**config.mk**
```make
export PLATFORM = sky130hd
export DESIGN_NAME = id_hazard_scheduler
export DESIGN_NICKNAME = d
export VERILOG_FILES = /design/src/rtl/id_hazard_scheduler.sv
export SDC_FILE = /design/constraint.sdc
export NUM_CORES = 1
export LEC_CHECK = 0
export ABC_AREA = 1
export BUFFER_PORTS_ARGS = -buffer_cell sky130_fd_sc_hd__buf_2
export CAP_MARGIN = 20
export CORE_MARGIN = 2
export CORE_UTILIZATION = 49
export DETAILED_ROUTE_END_ITERATION = 10
export PLACE_DENSITY = 0.81
export SLEW_MARGIN = 20
export SYNTH_ARGS = -nofsm -noshare
export SYNTH_HDL_FRONTEND = slang
export SYNTH_SLANG_ARGS = --single-unit
```
**constraint.sdc**
```tcl
create_clock -name clk -period 1.5 [get_ports clk]
set_input_delay 0.075 -clock clk [delete_from_list [all_inputs] [get_ports clk]]
set_output_delay 0.075 -clock clk [all_outputs]
set_load 0.1 [all_outputs]
```
**src/rtl/id_hazard_scheduler.sv**
```systemverilog
// ID-stage hazard scheduler: tracks E/M destination registers with their remaining
// Tnew, derives the stall and GRF/EXBack/MEMBack forwarding selects, and gates mult/div.
module id_hazard_scheduler #(
  parameter int unsigned MULT_CYCLES = 5,
  parameter int unsigned DIV_CYCLES  = 10
) (
  input  logic       clk,
  input  logic       reset,
  input  logic [4:0] d_rs,
  input  logic [4:0] d_rt,
  input  logic [1:0] d_tuse_rs,
  input  logic [1:0] d_tuse_rt,
  input  logic [4:0] d_dst,
  input  logic [1:0] d_tnew,
  input  logic [1:0] d_md_op,
  input  logic       d_md_use,
  input  logic       flush,
  output logic       stall,
  output logic [1:0] fwd_rs,
  output logic [1:0] fwd_rt,
  output logic       md_busy
);

  localparam logic [3:0] MULT_LOAD = 4'(MULT_CYCLES);
  localparam logic [3:0] DIV_LOAD  = 4'(DIV_CYCLES);

  logic [4:0] e_dst_q, e_dst_d;
  logic [1:0] e_tnew_q, e_tnew_d;
  logic [4:0] m_dst_q, m_dst_d;
  logic [1:0] m_tnew_q, m_tnew_d;
  logic [3:0] md_cnt_q, md_cnt_d;

  logic data_stall;
  logic md_stall;
  logic md_issue;
  logic md_class;

  function automatic logic src_hazard(
    input logic [4:0] src,
    input logic [1:0] tuse,
    input logic [4:0] e_dst,
    input logic [1:0] e_tnew,
    input logic [4:0] m_dst,
    input logic [1:0] m_tnew
  );
    logic hz;
    hz = 1'b0;
    if (src != 5'd0) begin
      if ((e_dst == src) && (e_tnew > tuse)) hz = 1'b1;
      if ((m_dst == src) && (m_tnew > tuse)) hz = 1'b1;
    end
    return hz;
  endfunction

  // E is checked first so the youngest producer wins when both stages match.
  function automatic logic [1:0] fwd_sel(
    input logic [4:0] src,
    input logic [4:0] e_dst,
    input logic [1:0] e_tnew,
    input logic [4:0] m_dst,
    input logic [1:0] m_tnew
  );
    logic [1:0] sel;
    sel = 2'd0;
    if (src != 5'd0) begin
      if ((e_dst == src) && (e_tnew == 2'd0))      sel = 2'd1;
      else if ((m_dst == src) && (m_tnew == 2'd0)) sel = 2'd2;
    end
    return sel;
  endfunction

  always_comb begin
    md_class   = (d_md_op == 2'd1) || (d_md_op == 2'd2);
    md_busy    = (md_cnt_q != 4'd0);
    md_stall   = (md_class || d_md_use) && md_busy;
    data_stall = src_hazard(d_rs, d_tuse_rs, e_dst_q, e_tnew_q, m_dst_q, m_tnew_q) ||
                 src_hazard(d_rt, d_tuse_rt, e_dst_q, e_tnew_q, m_dst_q, m_tnew_q);
    stall      = data_stall || md_stall;
    fwd_rs     = fwd_sel(d_rs, e_dst_q, e_tnew_q, m_dst_q, m_tnew_q);
    fwd_rt     = fwd_sel(d_rt, e_dst_q, e_tnew_q, m_dst_q, m_tnew_q);
    md_issue   = md_class && !stall && !flush;
  end

  always_comb begin
    e_dst_d  = '0;
    e_tnew_d = '0;
    m_dst_d  = '0;
    m_tnew_d = '0;
    if (!flush) begin
      m_dst_d  = e_dst_q;
      m_tnew_d = (e_tnew_q == 2'd0) ? 2'd0 : e_tnew_q - 2'd1;
      if (!stall) begin
        e_dst_d  = d_dst;
        e_tnew_d = d_tnew;
      end
    end
  end

  // Flush deliberately leaves the counter alone: an issued mult/div always completes.
  always_comb begin
    md_cnt_d = md_cnt_q;
    if (md_issue)              md_cnt_d = (d_md_op == 2'd1) ? MULT_LOAD : DIV_LOAD;
    else if (md_cnt_q != 4'd0) md_cnt_d = md_cnt_q - 4'd1;
  end

  always_ff @(posedge clk or negedge reset) begin
    if (!reset) begin
      e_dst_q  <= '0;
      e_tnew_q <= '0;
      m_dst_q  <= '0;
      m_tnew_q <= '0;
      md_cnt_q <= '0;
    end else begin
      e_dst_q  <= e_dst_d;
      e_tnew_q <= e_tnew_d;
      m_dst_q  <= m_dst_d;
      m_tnew_q <= m_tnew_d;
      md_cnt_q <= md_cnt_d;
    end
  end

endmodule

```
### Yosys cells after proc, flatten, opt, wreduce, memory -nomap -nowiden

Cells that the tools add are included.

* output and inout port bits: 6
* bits in latches: 0
* word-level logic and storage cells: 62
* RAM bits: 0
* memories: 0
* input port bits: 27
* register bits after elaboration: 18
* ROM bits: 0

* bitwise operators: 0
* equality and inequality tests: 6
* reduce and logical (&&, ||, !) cells: 23
* add/sub/neg operators: 2
* mux-type cells: 22
* shift operators: 0
* divide/modulo/power cells: 0
* magnitude comparators: 4
* multiply operators: 0

Operator list (count)
* $eq 5x5->1: 4
* $mux 2: 10
* $mux 5: 3
* $mux 4: 3
* $logic_and 1x1->1: 11
* $reduce_bool 5->1: 2
* $gt 2x2->1: 4
* $mux 1: 6
* $logic_not 2->1: 2
* $logic_or 1x1->1: 4
* $reduce_bool 4->1: 1
* $sub 4x1->4 const B: 1
* $eq 2x1->1 const B: 1
* $eq 2x2->1 const B: 1
* $logic_not 1->1: 2
* $reduce_bool 2->1: 1
* $sub 2x1->2 const B: 1

### Logic depth before layout (Yosys ltp)

* word-level depth: 11
* depth in mapped cells: 14
* mapped depth without buffers: 14

### Worst setup path before layout

OpenSTA, ideal clock, no wires.

* path type: register -> output
* from: reg e_dst_q[1]
* to: out fwd_rs[0]
* data required time: 1.425 ns
* stages on the path, launching flop included: 6
* setup slack: -2.152 ns
* arrival: 3.577 ns
* path buffers: 0
* cell sequence: dfrtp_1 -> inv_2 -> nand2_1 -> a21oi_1 -> nand3_1 -> nor4_1

* cells in the longest elaborated chain, start to end: 4

RTL lines
* from (decl): line 27 `logic [4:0] e_dst_q, e_dst_d;`
* from (signal assigned): line 114 `e_dst_q <= e_dst_d;`
* $eq 5x5->1: line 66 `if ((e_dst == src) && (e_tnew == 2'd0)) sel = 2'd1;`
* $logic_and 1x1->1: line 66
* $mux 2: line 66
* $mux 2: line 65 `if (src != 5'd0) begin`
* to (decl): line 19 `output logic [1:0] fwd_rs,`

No other way between the ends.

### Worst setup path in the final report

* from: reg e_tnew_q[1]
* to: out stall

* cells in the longest elaborated chain, start to end: 7
* elaborated cells between the ends (all ways): 12
* those cells by class: 2 x order compare; 6 x mux; 4 x reduce/logical

RTL lines
* from (decl): line 28 `logic [1:0] e_tnew_q, e_tnew_d;`
* from (signal assigned): line 115 `e_tnew_q <= e_tnew_d;`
* $gt 2x2->1: line 49 `if ((e_dst == src) && (e_tnew > tuse)) hz = 1'b1;`
* $logic_and 1x1->1: line 49
* $mux 1: line 49
* $mux 1: line 50 `if ((m_dst == src) && (m_tnew > tuse)) hz = 1'b1;`
* $mux 1: line 48 `if (src != 5'd0) begin`
* $logic_or 1x1->1 *: line 76 `data_stall = src_hazard(d_rs, d_tuse_rs, e_dst_q, e_tnew_q, m_dst_q, m_tnew_q) ||`
* $logic_or 1x1->1 *: line 78 `stall = data_stall || md_stall;`
* to (decl): line 18 `output logic stall,`

Mark *: on every way between the ends. The rest lies on a longest branch, timed or not.

==> flow_summary.json <==
{
  "slowest_stage": "dfrtp_1",
  "power.leakage_nw": 1.077,
  "grtUsageTotal": 0.2148,
  "relSlewSlack": 0.7284,
  "yosys.area.top_type": "dfrtp_1",
  "startpoint": "e_tnew_q[1]",
  "hp-class": "in -> reg",
  "clk_path_buf_depth": 2,
  "synth_cell_type_count": 29,
  "drive_above_1_share": 0.4302,
  "path_cells": "ha_4 -> inv_2 -> nor2_1 -> o21ai_1 -> nor2_1 -> nand2_1 -> nand2_2 -> nor2_8 -> nand2_8 -> buf_12",
  "final-setup-viol-count": 17,
  "diodes": 0,
  "path_class": "reg -> out",
  "min_period_ns": 1.893,
  "viasPerCell": 4.927,
  "cts_made_buffers": 3,
  "p_total_w": 0.002180,
  "grt_pass1_wl_microns": 5692,
  "post-route-period-util": 1.262,
  "min_from": "d_tnew[1]",
  "crit_arrival_ns": 1.82,
  "cts-root-buf": "clkbuf_4",
  "tritoncts": "built",
  "die_h_microns": 58.71,
  "drcViolationCount": 4,
  "tightestPinTransition_ns": 0.4074,
  "synth.avg_cell_area_sq_um": 7.153,
  "gp_congestion": 0.8753,
  "antenna_found_initial": 0,
  "drtIter0Drc": 33,
  "nFillCells": 187,
  "ys_ff_latch": 18,
  "cp_common_cell": "nor2_1",
  "seqCellArea_sq_um": 450.4,
  "fin_skew_ns": 0.006377,
  "initial_core_util": 0.5227,
  "synth-edff-count": 0,
  "io_buffers": 32,
  "grt_max_degree": 19,
  "post-route-util": 0.7529,
  "start_kind": "flop",
  "htree_levels": 1,
  "synth_flop_cell": "dfrtp_1",
  "whs_ns": 0.03232,
  "multi_input_area_sq_mm": 0.001007,
  "drtPass1Iterations": 7,
  "wirelength_microns": 3527,
  "grt_pass1_vias": 1366,
  "vias": 1424,
  "dp_hpwl_microns": 2610,
  "synth.top_cell.area_share": 0.3072,
  "cap_violations": 0,
  "syn-cell-area_sq_mm": 0.001466,
  "synth_warnings": 0,
  "worstPathRequired_ns": 1.42,
  "ant_nets": 0,
  "area_delta_synth_final_pct": 44.03,
  "rr_startpoint": "e_tnew_q[1]",
  "synthCells": 205,
  "hold_viol_final": 0,
  "async_flop_share": 1.000,
  "synth_area_leaders": "dfrtp_1 31%, nand2_1 15%, inv_1 9.5%",
  "tns_ns": -4.237,
  "row_count": 19,
  "grt-ovfl-total": 0,
  "clk_latency_ns": 0.28,
  "vdd_drop_max_mv": 1.148,
  "rsz0062_at_grt": "yes",
  "status": "finished with violations",
  "coreArea_sq_mm": 0.002805,
  "max_stage_delay_ns": 0.44,
  "clock-sinks": 18,
  "nets": 297,
  "violations": "DRC, setup timing",
  "die_area_sq_mm": 0.003446,
  "power.density_mw_per_mm2": 1032,
  "setup_slack_ns": -0.3935,
  "pin_count": 33,
  "worstPathMaxFanout": 3,
  "ys_seq_area_frac": 0.3072,
  "report.final.slew_viol_count": 0,
  "fmax_ghz": 0.5281,
  "clkTransAtPathRegs_ns": 0.11,
  "cp-end-kind": "primary output",
  "syn-num-nets": 243,
  "fp.dieW_microns": 58.71,
  "wire_per_inst_microns": 12.20
}
-- worst max-delay path, delay by kind of cell, from the launching register on --
kind	cells	cell delay, ns
buffers and inverters	2	0.20
AND/OR/NAND/NOR	6	0.51
flip-flops	1	0.44
adder cells (fa/ha/maj)	1	0.24
AO/OA/AOI/OAI	1	0.14
-- metrics by stage --
stage	cell area (sq um)	worst slack, ns	cells
finish	2112	-0.3935	289
global placement	1884	-0.1375	276
detailed placement	1884	-0.2167	276
CTS	2063	-0.3529	286
floorplan	1546	-0.3513	205
global route	2112	-0.4626	289
-- placed cells by master, fill, tap and decap left out --
| master | netlist | final |
|---|---|---|
| nand2_1 | 57 | 54 |
| inv_1 | 37 | 30 |
| buf_2 | 0 | 26 |
| dfrtp_1 | 18 | 18 |
| nor2_1 | 20 | 16 |
| inv_2 | 9 | 15 |
| buf_4 | 0 | 14 |
| ha_1 | 11 | 9 |
| nor3b_2 | 7 | 7 |
| xnor2_1 | 6 | 6 |
| buf_12 | 0 | 6 |
| o21ai_2 | 1 | 5 |
| nor2_2 | 2 | 4 |
| nor2_4 | 2 | 4 |
| nand2_2 | 3 | 4 |
| nand3_2 | 1 | 3 |
| nand3_1 | 6 | 3 |
| nand4_1 | 3 | 3 |
| clkbuf_4 | 0 | 3 |
| buf_6 | 0 | 3 |
| a21oi_2 | 0 | 2 |
| nand2_4 | 1 | 2 |
| xor2_1 | 2 | 2 |
| nor3_1 | 4 | 2 |
| nor3_4 | 0 | 2 |
| ha_4 | 0 | 2 |
| and3_1 | 1 | 1 |
| nor4_4 | 0 | 1 |
| inv_8 | 0 | 1 |
| o22ai_1 | 1 | 1 |
| o21ai_1 | 3 | 1 |
| nor2_8 | 1 | 1 |
| a21boi_2 | 0 | 1 |
| nand2_8 | 0 | 1 |
| and3b_2 | 0 | 1 |
| nand3_4 | 0 | 1 |
| nand4_4 | 0 | 1 |
| clkbuf_8 | 0 | 1 |
| dlygate4sd3_1 | 0 | 1 |
-- report_power, final --
group	switching [W]	internal (W)	leakage (nW)
Combinational	0.000707	0.000536	0.816
Clock	0.000146	0.000147	0.0210
Sequential	0.0000754	0.000568	0.239
-- routing by layer --
layer / vias up / share of wire / global-route usage
met5: - / 0 / 0
met4: 0 / 0.018 / 0.07468
met3: 8 / 0.041 / 0.02198
met2: 38 / 0.51 / 0.3900
met1: 647 / 0.43 / 0.2640
li1: 731 / - / -
-- cells by family after synthesis --
group / synth area share
adder cells (fa/ha/maj): 0.09386
XOR/XNOR: 0.04778
buffers and inverters: 0.1203
AO/OA/AOI/OAI: 0.03925
flip-flops: 0.3072
AND/OR/NAND/NOR: 0.3916
-- synth_stat cells (2+ instances only) --
master,count
ha_1,11
dfrtp_1,18
nor2_2,2
nor2_1,20
nor3b_2,7
inv_2,9
nor3_1,4
nand4_1,3
xnor2_1,6
nand2_1,57
xor2_1,2
inv_1,37
nand2_2,3
o21ai_0,2
nor2_4,2
nand3_1,6
o21ai_1,3
a21oi_1,2
-- final cells by class --
cell class                 count  share of cell area
inverter                      46             0.08531
multi-input combinational    140              0.4769
tap                           31             0.01836
clock buffer                   4             0.01718
timing repair buffer          50              0.1890
sequential                    18              0.2133
-- flip-flops by register name, indices dropped and copies added, names as in the netlist --
name and cells:
md_cnt_q 4, e_dst_q 5, m_tnew_q 2, m_dst_q 5, e_tnew_q 2
-- what timing repair did --
item                                    in CTS  in global routing
hold endpoints to repair                    18                  0
pin swaps                                   14                 10
endpoints found under the setup margin      17                 17
cloned                                       0                  0
hold buffers                                 1                  0
resized for setup                           25                  7
setup buffers                                5                  3
-- path summary, 6_finish.rpt --
kind / slack (ns) / endpoint / cells past startpoint
max in group asynchronous: 0.98 / e_dst_q[2] / 2
min in group asynchronous: 0.23 / md_cnt_q[0] / 2
worst max register to register: -0.36 / md_cnt_q[1] / 14
worst max-delay path: -0.39 / stall / 10
worst min-delay path: 0.03 / e_tnew_q[1] / 2
worst min register to register: 0.56 / m_dst_q[0] / 2
Note: power is estimated with default switching activity, not from simulation.
